File: src/rtl/adder_query_pkg.sv
// Shared types and defaults for the locked-adder query sequencer.
package adder_query_pkg;

  localparam int WIDTH_DEF    = 8;
  localparam int SETTLE_DEF   = 1;
  localparam int CNT_W_DEF    = 16;
  localparam int SETTLE_MIN   = 1;
  localparam int SETTLE_MAX   = 15;
  localparam int SETTLE_CNT_W = 4;

  typedef enum logic [1:0] {
    ST_IDLE   = 2'd0,
    ST_SETTLE = 2'd1,
    ST_HOLD   = 2'd2
  } state_t;

endpackage

File: src/rtl/adder_query_sequencer_sat_counter.sv
// Saturating up-counter with synchronous clear; clear has priority over increment.
module sat_counter #(
  parameter int W = 16
) (
  input  logic         clk,
  input  logic         rst_n,
  input  logic         inc,
  input  logic         clr,
  output logic [W-1:0] count
);

  always_ff @(posedge clk) begin
    if (!rst_n) begin
      count <= '0;
    end else if (clr) begin
      count <= '0;
    end else if (inc && (count != {W{1'b1}})) begin
      count <= count + W'(1);
    end
  end

endmodule

File: src/rtl/adder_query_sequencer.sv
// Drives operand pairs into an external combinational adder, samples its sum
// after a settle window and compares it with a locally computed golden sum.
module adder_query_sequencer
  import adder_query_pkg::*;
#(
  parameter int WIDTH  = WIDTH_DEF,
  parameter int SETTLE = SETTLE_DEF,
  parameter int CNT_W  = CNT_W_DEF
) (
  input  logic             clk,
  input  logic             rst_n,
  input  logic             in_valid,
  output logic             in_ready,
  input  logic [WIDTH-1:0] in_a,
  input  logic [WIDTH-1:0] in_b,
  output logic [WIDTH-1:0] dut_a,
  output logic [WIDTH-1:0] dut_b,
  input  logic [WIDTH:0]   dut_sum,
  output logic             res_valid,
  input  logic             res_ready,
  output logic [WIDTH:0]   res_sum,
  output logic [WIDTH:0]   res_expected,
  output logic             res_match,
  input  logic             clr_cnt,
  output logic [CNT_W-1:0] query_cnt,
  output logic [CNT_W-1:0] mismatch_cnt,
  output logic             busy,
  output state_t           state
);

  // Handshakes: a transfer happens on a rising edge where valid and ready are
  // both 1; valid holds its payload stable until that edge.

  localparam logic [SETTLE_CNT_W-1:0] SETTLE_LOAD = SETTLE_CNT_W'(SETTLE - 1);

  state_t                  state_next;
  logic                    accept;
  logic                    capture;
  logic [SETTLE_CNT_W-1:0] settle_cnt;
  logic [WIDTH:0]          golden;
  logic                    match_now;

  // Full-width sum: the carry lands in bit WIDTH rather than wrapping.
  assign golden    = {1'b0, dut_a} + {1'b0, dut_b};
  assign match_now = (dut_sum == golden);

  assign in_ready  = (state == ST_IDLE);
  assign res_valid = (state == ST_HOLD);
  assign busy      = (state != ST_IDLE);

  always_ff @(posedge clk) begin
    if (!rst_n) state <= ST_IDLE;
    else        state <= state_next;
  end

  always_comb begin
    state_next = state;
    accept     = 1'b0;
    capture    = 1'b0;
    case (state)
      ST_IDLE: begin
        if (in_valid) begin
          accept     = 1'b1;
          state_next = ST_SETTLE;
        end
      end
      ST_SETTLE: begin
        if (settle_cnt == '0) begin
          capture    = 1'b1;
          state_next = ST_HOLD;
        end
      end
      ST_HOLD: begin
        if (res_ready) state_next = ST_IDLE;
      end
      default: state_next = ST_IDLE;
    endcase
  end

  // Operands stay parked after capture so the adder does not toggle while idle.
  always_ff @(posedge clk) begin
    if (!rst_n) begin
      dut_a        <= '0;
      dut_b        <= '0;
      settle_cnt   <= '0;
      res_sum      <= '0;
      res_expected <= '0;
      res_match    <= 1'b0;
    end else begin
      if (accept) begin
        dut_a      <= in_a;
        dut_b      <= in_b;
        settle_cnt <= SETTLE_LOAD;
      end else if ((state == ST_SETTLE) && (settle_cnt != '0)) begin
        settle_cnt <= settle_cnt - SETTLE_CNT_W'(1);
      end
      if (capture) begin
        res_sum      <= dut_sum;
        res_expected <= golden;
        res_match    <= match_now;
      end
    end
  end

  sat_counter #(.W(CNT_W)) u_query_cnt (
    .clk   (clk),
    .rst_n (rst_n),
    .inc   (capture),
    .clr   (clr_cnt),
    .count (query_cnt)
  );

  sat_counter #(.W(CNT_W)) u_mismatch_cnt (
    .clk   (clk),
    .rst_n (rst_n),
    .inc   (capture && !match_now),
    .clr   (clr_cnt),
    .count (mismatch_cnt)
  );

endmodule

File: config.mk
export PLATFORM = sky130hd
export DESIGN_NAME = adder_query_sequencer
export DESIGN_NICKNAME = d
export VERILOG_FILES = /design/src/rtl/adder_query_pkg.sv /design/src/rtl/adder_query_sequencer_sat_counter.sv /design/src/rtl/adder_query_sequencer.sv
export SDC_FILE = /design/constraint.sdc
export NUM_CORES = 1
export LEC_CHECK = 0
export ABC_AREA = 1
export BUFFER_PORTS_ARGS = -buffer_cell sky130_fd_sc_hd__buf_2
export CAP_MARGIN = 20
export CELL_PAD_IN_SITES_DETAIL_PLACEMENT = 0
export CELL_PAD_IN_SITES_GLOBAL_PLACEMENT = 1
export CORE_ASPECT_RATIO = 0.75
export CORE_MARGIN = 2
export CORE_UTILIZATION = 37
export DETAILED_ROUTE_END_ITERATION = 10
export PLACE_DENSITY = 0.92
export SYNTH_ARGS = -nofsm -noshare
export SYNTH_HDL_FRONTEND = slang
export SYNTH_HIERARCHICAL = 1
export SYNTH_SLANG_ARGS = --single-unit
File: constraint.sdc
create_clock -name clk -period 3 [get_ports clk]
set_input_delay 0.9 -clock clk [delete_from_list [all_inputs] [get_ports clk]]
set_output_delay 0.9 -clock clk [all_outputs]
set_load 0.02 [all_outputs]
== Yosys cells after proc, flatten, opt, wreduce, memory -nomap -nowiden ==
Cells that the tools add are included.
Word-level totals
  word-level logic and storage cells: 42
  output and inout port bits: 72
  bits in registers: 73
Cells by class
  add/sub/neg operators: 4
  bitwise operators: 1
  equality and inequality tests: 8
  reduce and logical (&&, ||, !) cells: 12
  mux-type cells: 8
Operators with widths (count)
  adder 16 x 1 -> 16 bit, second input constant: 2
  inequality test 16 bit, second input constant: 2
  adder 8 x 8 -> 9 bit: 1
  == test 9 bit: 1
  two-way mux 2 bit: 3
  one-hot mux 2 bit (3 select lines): 1
  logical AND 1 bit: 4
  logical NOT 4 bit: 1
  two-way mux 1 bit: 4
  inequality test 2 bit, second input constant: 2
  nonzero test 4 bit: 1
  OR reduction 2 bit: 2
  subtractor 4 x 1 -> 4 bit, second input constant: 1
  AND reduction 3 bit: 1
  == test 2 x 1 -> 1 bit, second input constant: 1
  == test 2 bit, second input constant: 1
  logical NOT 2 bit: 1
  inequality test 2 x 1 -> 1 bit, second input constant: 1
  nonzero test 2 bit: 1
  logical NOT 1 bit: 1
  NOT 1 bit: 1

== Depth between registers and ports, before layout ==
Gate-level depths: netlist of the first run.
  depth after elaboration: 5
  mapped depth: 22

== Hierarchy ==
Netlist of the first run, hierarchy kept.
Modules (own cells, without submodules)
  adder_query_sequencer: instances 1, area an instance 2112.0 um^2, cells an instance 299
  sat_counter: instances 2, area an instance 910.9 um^2, cells an instance 153

== Least setup slack after synthesis of the first run ==
No wires, ideal clock.
  path kind: register -> register
  from: register dut_a[0]
  to: register u_mismatch_cnt.count[8]
  setup slack: 0.377 ns
  stages on the path, launching flop included: 21
  arrival time: 2.509 ns
  cell sequence: dfxtp_1 -> ha_1 -> fa_1 -> nand2_1 -> nand2_1 -> nand3_1 -> nand3b_1 -> nand2_1 -> nand2_1 -> nand2_1 -> nor2_2 -> a31oi_1 -> nand2_1 -> inv_1 -> nand2_1 -> inv_1 -> nand2_1 -> nor2_1 -> nand2_1 -> nand2_1 -> nor2_1
Between the ends
  cells in the longest elaborated chain, start to end: 5
Ends and longest elaborated chain
  from (decl): line adder_query_sequencer.sv:16  | output logic [WIDTH-1:0] dut_a,
  from (signal assigned): line adder_query_sequencer.sv:91  | dut_a <= in_a;
  adder 8 x 8 -> 9 bit: line adder_query_sequencer.sv:44  | assign golden = {1'b0, dut_a} + {1'b0, dut_b};
  == test 9 bit: line adder_query_sequencer.sv:45  | assign match_now = (dut_sum == golden);
  logical NOT 1 bit: line adder_query_sequencer.sv:116  | .inc (capture && !match_now),
  logical AND 1 bit: line adder_query_sequencer.sv:116
  logical AND 1 bit: line adder_query_sequencer_sat_counter.sv:17  | end else if (inc && (count != {W{1'b1}})) begin
  to (signal assigned): line adder_query_sequencer_sat_counter.sv:18  | count <= count + W'(1);
  to (decl): line adder_query_sequencer_sat_counter.sv:9  | output logic [W-1:0] count
Every way passes these cells.
A chain may end at the register's enable or synchronous reset.

== Final worst setup path of the first run ==
  from: register dut_a[0]
  to: register u_mismatch_cnt.count[8]
Between the ends
  cells in the longest elaborated chain, start to end: 5
Ends and longest elaborated chain
  adder 8 x 8 -> 9 bit: line adder_query_sequencer.sv:44
  net golden[1]: line adder_query_sequencer.sv:40  | logic [WIDTH:0] golden;
  == test 9 bit: line adder_query_sequencer.sv:45
  logical NOT 1 bit: line adder_query_sequencer.sv:116
  logical AND 1 bit: line adder_query_sequencer.sv:116
  logical AND 1 bit: line adder_query_sequencer_sat_counter.sv:17
The timed path passes the listed nets, and every way through them passes these cells.

==> results.txt, run 1 <==
* Initial DRC count: between 200 and 300
* Number of placement rows: 32
* Total power divided by cell area: about 540 mW/mm^2
* Final worst path period share: 90.2%
- The number of setup buffers added after CTS is 0.
* Overall Global Routing Usage: 19.2%
* Post-layout instance count excluding filler cells: approximately 850
* Die Y: 93.3 um
* Total Die Area: 0.0115 mm^2
* Global-route wire length before repair: 17.7 mm
- Tracing the worst setup path back leads to its startpoint at dut_a[0].
- I/O pin total: 102
* Antenna diode count: 0
* Avg WL per Cell: 12.6 um
* Initial Util: 38.1%
* Summed negative setup slack over all endpoints: 0 ns
- Summed over all layers, the routed wires come to 10.7 mm.
* Die span in x: 123 um
- Layout Skew: 0.00441 ns
- Static leakage: 2.24 nW
- In the final layout, the share of cells above drive strength 1 is around a fifth.
* Number of H-tree levels: 3
* Number of violations of the max-capacitance limit: 0
* Area of the core: between 0.01 and 0.015 mm^2
* Number of buffers created by CTS: 9
* Count of distinct cell types in the synthesized netlist: 32
* Mapped cell area: 0.00393 mm^2
- Once placement completed, the tool counted placed cells totaling 832.
- Final hold vios: 0
- Post-synthesis area per instance: about 6.5 um^2
* Post-layout net count: 749
* R2R depth: 19
- Setup repair after global routing left no endpoint under its margin.
* Destination of the worst register-to-register timing path: u_mismatch_cnt/count[8]
- The area growth from synthesis to layout is 25.3%.
- After detailed routing, the number of remaining DRC violations is 0.
- Count of pins over their slew limit: 0
* Number of warnings printed during yosys synthesis: 6
- Worst Hold Slack: 0.502 ns
- Setup slack after placement: 0.122 ns
- Of all nets on the critical path, the largest fanout is 5.
- Total grt overflow: 0
* First drt pass iteration count: 5
- STA classifies the critical path endpoint as a register.
* Total of cells resized after clock tree synthesis: 0
- Later-pin clock latency in the skew report: 0.34 ns
- No sink is reached through more buffers than the 2 on the longest clock path.
* R2R setup slack: 0.29 ns
- The run finished with clean final reports.
- Reg-to-reg startpoint: dut_a[0]
- Post-synthesis instance total: 605
- For the pin with the worst max-slew slack, the measured transition is 0.828 ns.
* Kind of critical path: reg2reg
* Worst hold-check path type: reg2reg
* Number of cells traversed by the worst hold path: 2
- # clock sinks: 73
- Placer Congestion: 0.860
- Detailed routing inserted a total of 4192 vias.
- For this design, the CTS-stage hold fixing added 0 buffers.
* Antenna violations before repair: 0
- Clock-pin slew was measured on the worst setup and hold paths at approximately 0.060 ns.
- Setup violations remaining at the end of the flow were counted as 0.
- STA puts the critical path data required time at 3.28 ns.
- Maximum resistive drop on vdd: between 0.0002 and 0.00025 V
- Element type at the critical path start: register
* Routed via count divided by cell count: around 4.9
* Highest clock rate: between 0.3 and 0.4 GHz
- Register area: 0.00146 mm^2
* Min Tclk post-route: 2.71 ns
* WP data arrival: 2.98 ns
- Post-layout worst setup margin: 0.293 ns
- For hold timing, the worst endpoint is settle_cnt[0].
- Once detailed placement completed, the half-perimeter wirelength came to 8.11 mm.
- #FFs+latches synth: 73
* Number of global-route vias before repair: 3835
- Slew Limit Headroom: 44.6%
* Root Buffer Master: sky130_fd_sc_hd__clkbuf_16
* Area of combinational cells with multiple inputs: between 0.002 and 0.0025 mm^2
* TritonCTS clock tree: yes
- Sequential area share after synthesis: 37.2%
- Primary flip-flop cell chosen by synthesis mapping: sky130_fd_sc_hd__dfxtp_1
- Yosys mapped a number of flops with a built-in enable equal to 0.
* Largest net degree at the start of global routing: 34
- IO buf count: 101
- The layout has 1084 filler cells.
- Proportion of synthesized flip-flops having asynchronous set or reset: 0%
- Synthesis produced a netlist with a net count of approximately 650.
* Number of nets with antenna violations after detailed routing: 0
* Post-route total power: 0.00267 W
- The worst hold path begins at settle_cnt[0].
[Yosys cell counts, types with 2 or more instances]
cell | number | share of area (%)
sky130_fd_sc_hd__nor2_1 | 146 | 14
sky130_fd_sc_hd__nand2_1 | 124 | 12
sky130_fd_sc_hd__dfxtp_1 | 73 | 37
sky130_fd_sc_hd__inv_1 | 57 | 5.4
sky130_fd_sc_hd__nand3_1 | 44 | 5.6
sky130_fd_sc_hd__o21ai_0 | 38 | 4.8
sky130_fd_sc_hd__a21oi_1 | 37 | 4.7
sky130_fd_sc_hd__ha_1 | 11 | 3.5
sky130_fd_sc_hd__nand4_1 | 9 | 1.4
sky130_fd_sc_hd__nor2_2 | 9 | 1.4
sky130_fd_sc_hd__buf_2 | 8 | 1.0
sky130_fd_sc_hd__nand2_2 | 8 | 1.3
sky130_fd_sc_hd__nand3b_1 | 7 | 1.3
sky130_fd_sc_hd__clkbuf_1 | 6 | 0.57
sky130_fd_sc_hd__nand3_2 | 5 | 1.3
sky130_fd_sc_hd__o211ai_1 | 3 | 0.57
sky130_fd_sc_hd__xnor2_1 | 3 | 0.67
sky130_fd_sc_hd__a21oi_2 | 2 | 0.45
sky130_fd_sc_hd__o21ai_1 | 2 | 0.25
[cells by family after synthesis]
family                     after synthesis  synth area share (%)
AOI/OAI and AO/OA                       86                  11.5
and+or+nand+nor                        356                  39.0
adders and majority gates               12                  4.01
DFF                                     73                  37.2
xor gates and xnor gates                 4                 0.891
buffers and inverters                   74                  7.41
[metal layers]
| metal | track usage (%) | wire, um | vias up |
|---|---|---|---|
| met4 | 5.97 | 157 | 0 |
| met2 | 30.2 | 4640 | 116 |
| met5 | 0 | 0 | - |
| li1 | - | - | 2153 |
| met1 | 26.3 | 5280 | 1908 |
| met3 | 4.02 | 646 | 15 |
[cell usage in the layout (no fill, tap or decap), types with 7 or more instances in the layout]
| master | synthesis | final |
|---|---|---|
| sky130_fd_sc_hd__nand3b_1 | 7 | 7 |
| sky130_fd_sc_hd__nor2_2 | 9 | 9 |
| sky130_fd_sc_hd__nand2_2 | 8 | 8 |
| sky130_fd_sc_hd__dfxtp_1 | 73 | 73 |
| sky130_fd_sc_hd__nand3_1 | 44 | 44 |
| sky130_fd_sc_hd__ha_1 | 11 | 11 |
| sky130_fd_sc_hd__inv_1 | 57 | 57 |
| sky130_fd_sc_hd__buf_2 | 8 | 101 |
| sky130_fd_sc_hd__clkbuf_16 | 0 | 9 |
| sky130_fd_sc_hd__a21oi_1 | 37 | 37 |
| sky130_fd_sc_hd__o21ai_0 | 38 | 38 |
| sky130_fd_sc_hd__nand2_1 | 124 | 124 |
| sky130_fd_sc_hd__nor2_1 | 146 | 146 |
| sky130_fd_sc_hd__nand4_1 | 9 | 9 |
[registers in the layout, indices dropped and copies added (netlist names)]
signal                cells
dut_b                     8
dut_a                     8
state                     2
u_mismatch_cnt/count     16
res_sum                   9
u_query_cnt/count        16
res_expected              9
res_match                 1
settle_cnt                4
[how the worst max path moves through the flow]
stage          slack (ns)                 endpoint
3_5_place_dp         0.12  u_mismatch_cnt/count[8]
2_1_floorplan        0.38  u_mismatch_cnt/count[8]
4_1_cts              0.12  u_mismatch_cnt/count[8]
6_report             0.29  u_mismatch_cnt/count[8]
3_3_place_gp         0.22  u_mismatch_cnt/count[8]
5_1_grt              0.02  u_mismatch_cnt/count[8]
[metrics by stage]
step                utilization, %  instance area, um^2
finish                        47.7                 4930
CTS                           47.6                 4910
global route                  47.7                 4930
global placement              44.4                 4580
detailed placement            44.4                 4580
floorplan                        -                 3930
[power by group]
part / switching, W / total [W] / internal [W]
sequential: 0.0000335 / 0.00105 / 0.00102
clock: 0.000415 / 0.00118 / 0.000770
combinational: 0.000290 / 0.000441 / 0.000150
[final cells by class]
class	instances	area share (%)
well taps	136	3.45
clock buffers	11	5.13
clock inverters	5	1.57
flip-flops and latches	73	29.7
repair buffers	106	11.0
multi-input cells	458	44.7
inverters	59	4.49
[worst max-delay path, stage by stage (launching register included)]
cell and delay (ns):
sky130_fd_sc_hd__dfxtp_1 0.32, sky130_fd_sc_hd__ha_1 0.24, sky130_fd_sc_hd__fa_1 0.56, sky130_fd_sc_hd__xnor2_1 0.14, sky130_fd_sc_hd__nand2_1 0.08, sky130_fd_sc_hd__nor2_1 0.10, sky130_fd_sc_hd__nand2_1 0.05, sky130_fd_sc_hd__nor2_1 0.10
sky130_fd_sc_hd__nand2_1 0.10, sky130_fd_sc_hd__nor2_4 0.13, sky130_fd_sc_hd__a31oi_4 0.12, sky130_fd_sc_hd__nand2_1 0.11, sky130_fd_sc_hd__inv_1 0.07, sky130_fd_sc_hd__nand2_1 0.13, sky130_fd_sc_hd__inv_1 0.08, sky130_fd_sc_hd__nand2_1 0.06
sky130_fd_sc_hd__nor2_1 0.05, sky130_fd_sc_hd__nand2_1 0.07, sky130_fd_sc_hd__nand2_1 0.05, sky130_fd_sc_hd__nor2_1 0.07
No activity file was read; power rests on OpenSTA's default activity.
==> inputs of run 2 (changes only) <==
==> constraint.sdc (replaced) <==
create_clock -name clk -period 3 [get_ports clk]
set_input_delay 0.3 -clock clk [delete_from_list [all_inputs] [get_ports clk]]
set_output_delay 0.3 -clock clk [all_outputs]
set_load 0.02 [all_outputs]
==> results.txt, run 2 (synthesis results as in run 1) <==
- Status: complete, no violations
- The share of layout cells above drive strength 1 was 21.0% (-0.11 points).
- Area Overhead vs Synth: 24.9%
* Buffering stage count on the worst path with inverters included: 2 (unchanged)
* Largest net degree at the start of global routing: 38 (+12%)
- Final hold vios: 0 (unchanged)
* Number of H-tree levels: 3 (unchanged)
* Total grt overflow: 0 (unchanged)
* First drt pass iteration count: 5 (unchanged)
- Root Buffer Master: sky130_fd_sc_hd__clkbuf_16
- Number of inserted filler cells in the final layout: 1077 (-0.65%)
* Placer Congestion: 0.869 (+1.0%)
- The worst path arrival time was 2.90 ns (-0.08 ns).
- Later-pin clock latency in the skew report: 0.33 ns (about the same)
- Registers with the most flip-flops: u_mismatch_cnt/count x16, u_query_cnt/count x16
* Slowest-stage cell, CP: sky130_fd_sc_hd__fa_1
- The number of antenna violations at the first check in global routing came to 0 (unchanged).
- The number of placed instances with taps included was 831 (-0.12%).
- Number of global-route vias before repair: 3860 (+0.65%)
* Area of the core: 0.0103 mm^2 (unchanged)
* Avg WL per Cell: 12.6 um (-0.68%)
- The floorplan die height is 93.3 um (unchanged).
- Static leakage: 2.23 nW (-0.33%)
- Data required time at the worst endpoint: 3.22 ns (-0.06 ns)
- The final net count is 748 (-0.13%).
- Min Tclk post-route: 2.68 ns (-0.0296 ns)
- Register area: 0.00146 mm^2 (unchanged)
- The number of top-level pins was 102 (unchanged).
- Number of placement rows: 32 (unchanged)
* Layout Skew: 0.00559 ns (+0.00118 ns)
- Number of buffers created by CTS: 9 (unchanged)
* Kind of critical path: reg2reg
- The maximum clock frequency was 0.373 GHz (+1.1%).
* Slew of the pin with the lowest slew margin: 0.834 ns (+0.00601 ns)
* Die span in x: 123 um (unchanged)
- Post-layout instance count excluding filler cells: 847 (-0.12%)
* Setup-violating endpoint count in the final report: 0 (unchanged)
- The clock sink total came to 73 (unchanged).
- The delay contributed by the slowest stage of the critical path is 0.55 ns (about the same).
- Number of nets with antenna violations after detailed routing: 0 (unchanged)
* Element type at the critical path start: register
* Detailed-placement wirelength estimate: 8.06 mm (-0.55%)
- Kind of end point of the critical path: register
- The via count is 4213 (+0.50%).
* Number of violations of the max-capacitance limit: 0 (unchanged)
* Category of cells accounting for the largest share of critical-path delay: simple AND/OR/NAND/NOR gates
* TritonCTS clock tree: yes
* Initial Util: 38.1% (unchanged)
* Clock transition time at the flip-flop clock pins of the worst setup and hold paths: 0.06 ns (about the same)
* Leading cell type in the layout, fill and taps excluded: sky130_fd_sc_hd__nor2_1
* Initial DRC count: 325 (+21%)
- The vias per cell came to 4.97 (+0.62%).
- Slew Limit Headroom: 44.2% (-0.40 points)
* Maximum resistive drop on vdd: 0.000240 V (about the same)
- The summed negative setup slack over all endpoints is 0 ns (unchanged).
* Total Die Area: 0.0115 mm^2 (unchanged)
* Overall Global Routing Usage: 19.1% (-0.12 points)
- Worst hold-check path type: in2reg
- The count of inserted antenna diode cells was 0 (unchanged).
- In the layout the commonest cells are sky130_fd_sc_hd__nor2_1, sky130_fd_sc_hd__nand2_1, sky130_fd_sc_hd__buf_2.
* Final worst path period share: 89.3% (-0.99 points)
* R2R setup slack: 0.32 ns (+0.03 ns)
* Count of pins over their slew limit: 0 (unchanged)
- Total power divided by cell area: 538 mW/mm^2 (-0.95%)
- The maximum buffer depth of the clock tree came to 2 (unchanged).
* Most prevalent standard cell on the critical path: sky130_fd_sc_hd__nand2_1
- The area of combinational cells with multiple inputs is 0.00220 mm^2 (+0.11%).
- Critical path cell sequence: ha_1, fa_1, xnor2_1, nand2_1, nor2_1, nand2_1, nor2_1, nand2_1, nor2_4, a31oi_4, nand2_1, inv_1, nand2_1, inv_1, nand2_1, nor2_2, nor2_1, nor2_1
* IO buf count: 101 (unchanged)
- The global-route wire length before repair is 17.8 mm (+0.50%).
- The post-detailed-routing wire length came to 10.6 mm (-0.79%).
* Remaining DRCs: 0 (unchanged)
* Unrepaired setup endpoints after global routing: no
- Critical-path maximum fanout: 5 (unchanged)
* Layout Utilization: 47.6% (-0.13 points)
- The number of buffers inserted to repair setup after CTS is 0 (unchanged).
==> run 2: cell count changes in the layout (fill, tap and decap cells not counted), sizes merged <==
cell,previous run,this run
buf,106,105
clkinv,3,4
clkinvlp,1,0
==> run 2: layout make-up <==
class,instances,share of cell area (%)
inverter,59,4.51
tap,136,3.46
timing repair buffer,105,10.9
multi-input combinational,458,44.9
sequential,73,29.7
clock inverter,5,1.60
clock buffer,11,4.94
==> run 2: path summary, 6_finish.rpt <==
kind	from	end	depth (start not counted)
min reg2reg	settle_cnt[0]	settle_cnt[0]	2
max reg2reg	dut_a[0]	u_mismatch_cnt/count[8]	18
max	dut_a[0]	u_mismatch_cnt/count[8]	18
min	in_a[2]	dut_a[2]	3
==> run 2: worst register-to-register path, delay by kind of cell (launching register included) <==
| family | cells | cell delay (ns) |
|---|---|---|
| adder cells (fa/ha/maj) | 2 | 0.78 |
| XOR/XNOR | 1 | 0.13 |
| AND/OR/NAND/NOR | 12 | 1.07 |
| flip-flops | 1 | 0.32 |
| buffers and inverters | 2 | 0.16 |
| AO/OA/AOI/OAI | 1 | 0.12 |
==> run 2: metal layers <==
metal  share of wire [%]  wire length [um]  global-route usage (%)
met1                  50              5280                    26.5
met2                  44              4670                    30.0
met3                 5.7               611                    4.09
met4                0.69                73                    4.73
met5                   0                 0                       0
==> run 2: what timing repair did <==
| item | 4_1_cts | 5_1_grt |
|---|---|---|
| setup endpoints to repair | 0 | 5 |
| hold buffers | 0 | 0 |
| resized for setup | 0 | 3 |
==> run 2: power breakdown <==
part	switching [W]	internal (W)	total, W
logic	0.000292	0.000149	0.000441
registers	0.0000332	0.00102	0.00105
clock network	0.000403	0.000749	0.00115
total	0.000728	0.00191	0.00264
==> run 2: metrics by stage <==
step	power [W]	hold slack [ns]	setup WS (ns)	instance area [um^2]
2_1_floorplan	0.00136	0.435	0.377	3930
3_3_place_gp	0.00150	0.469	0.220	4580
3_5_place_dp	0.00150	0.487	0.110	4580
4_1_cts	0.00266	0.218	0.0722	4900
5_1_grt	0.00277	0.229	0.0558	4910
6_report	0.00264	0.228	0.322	4910
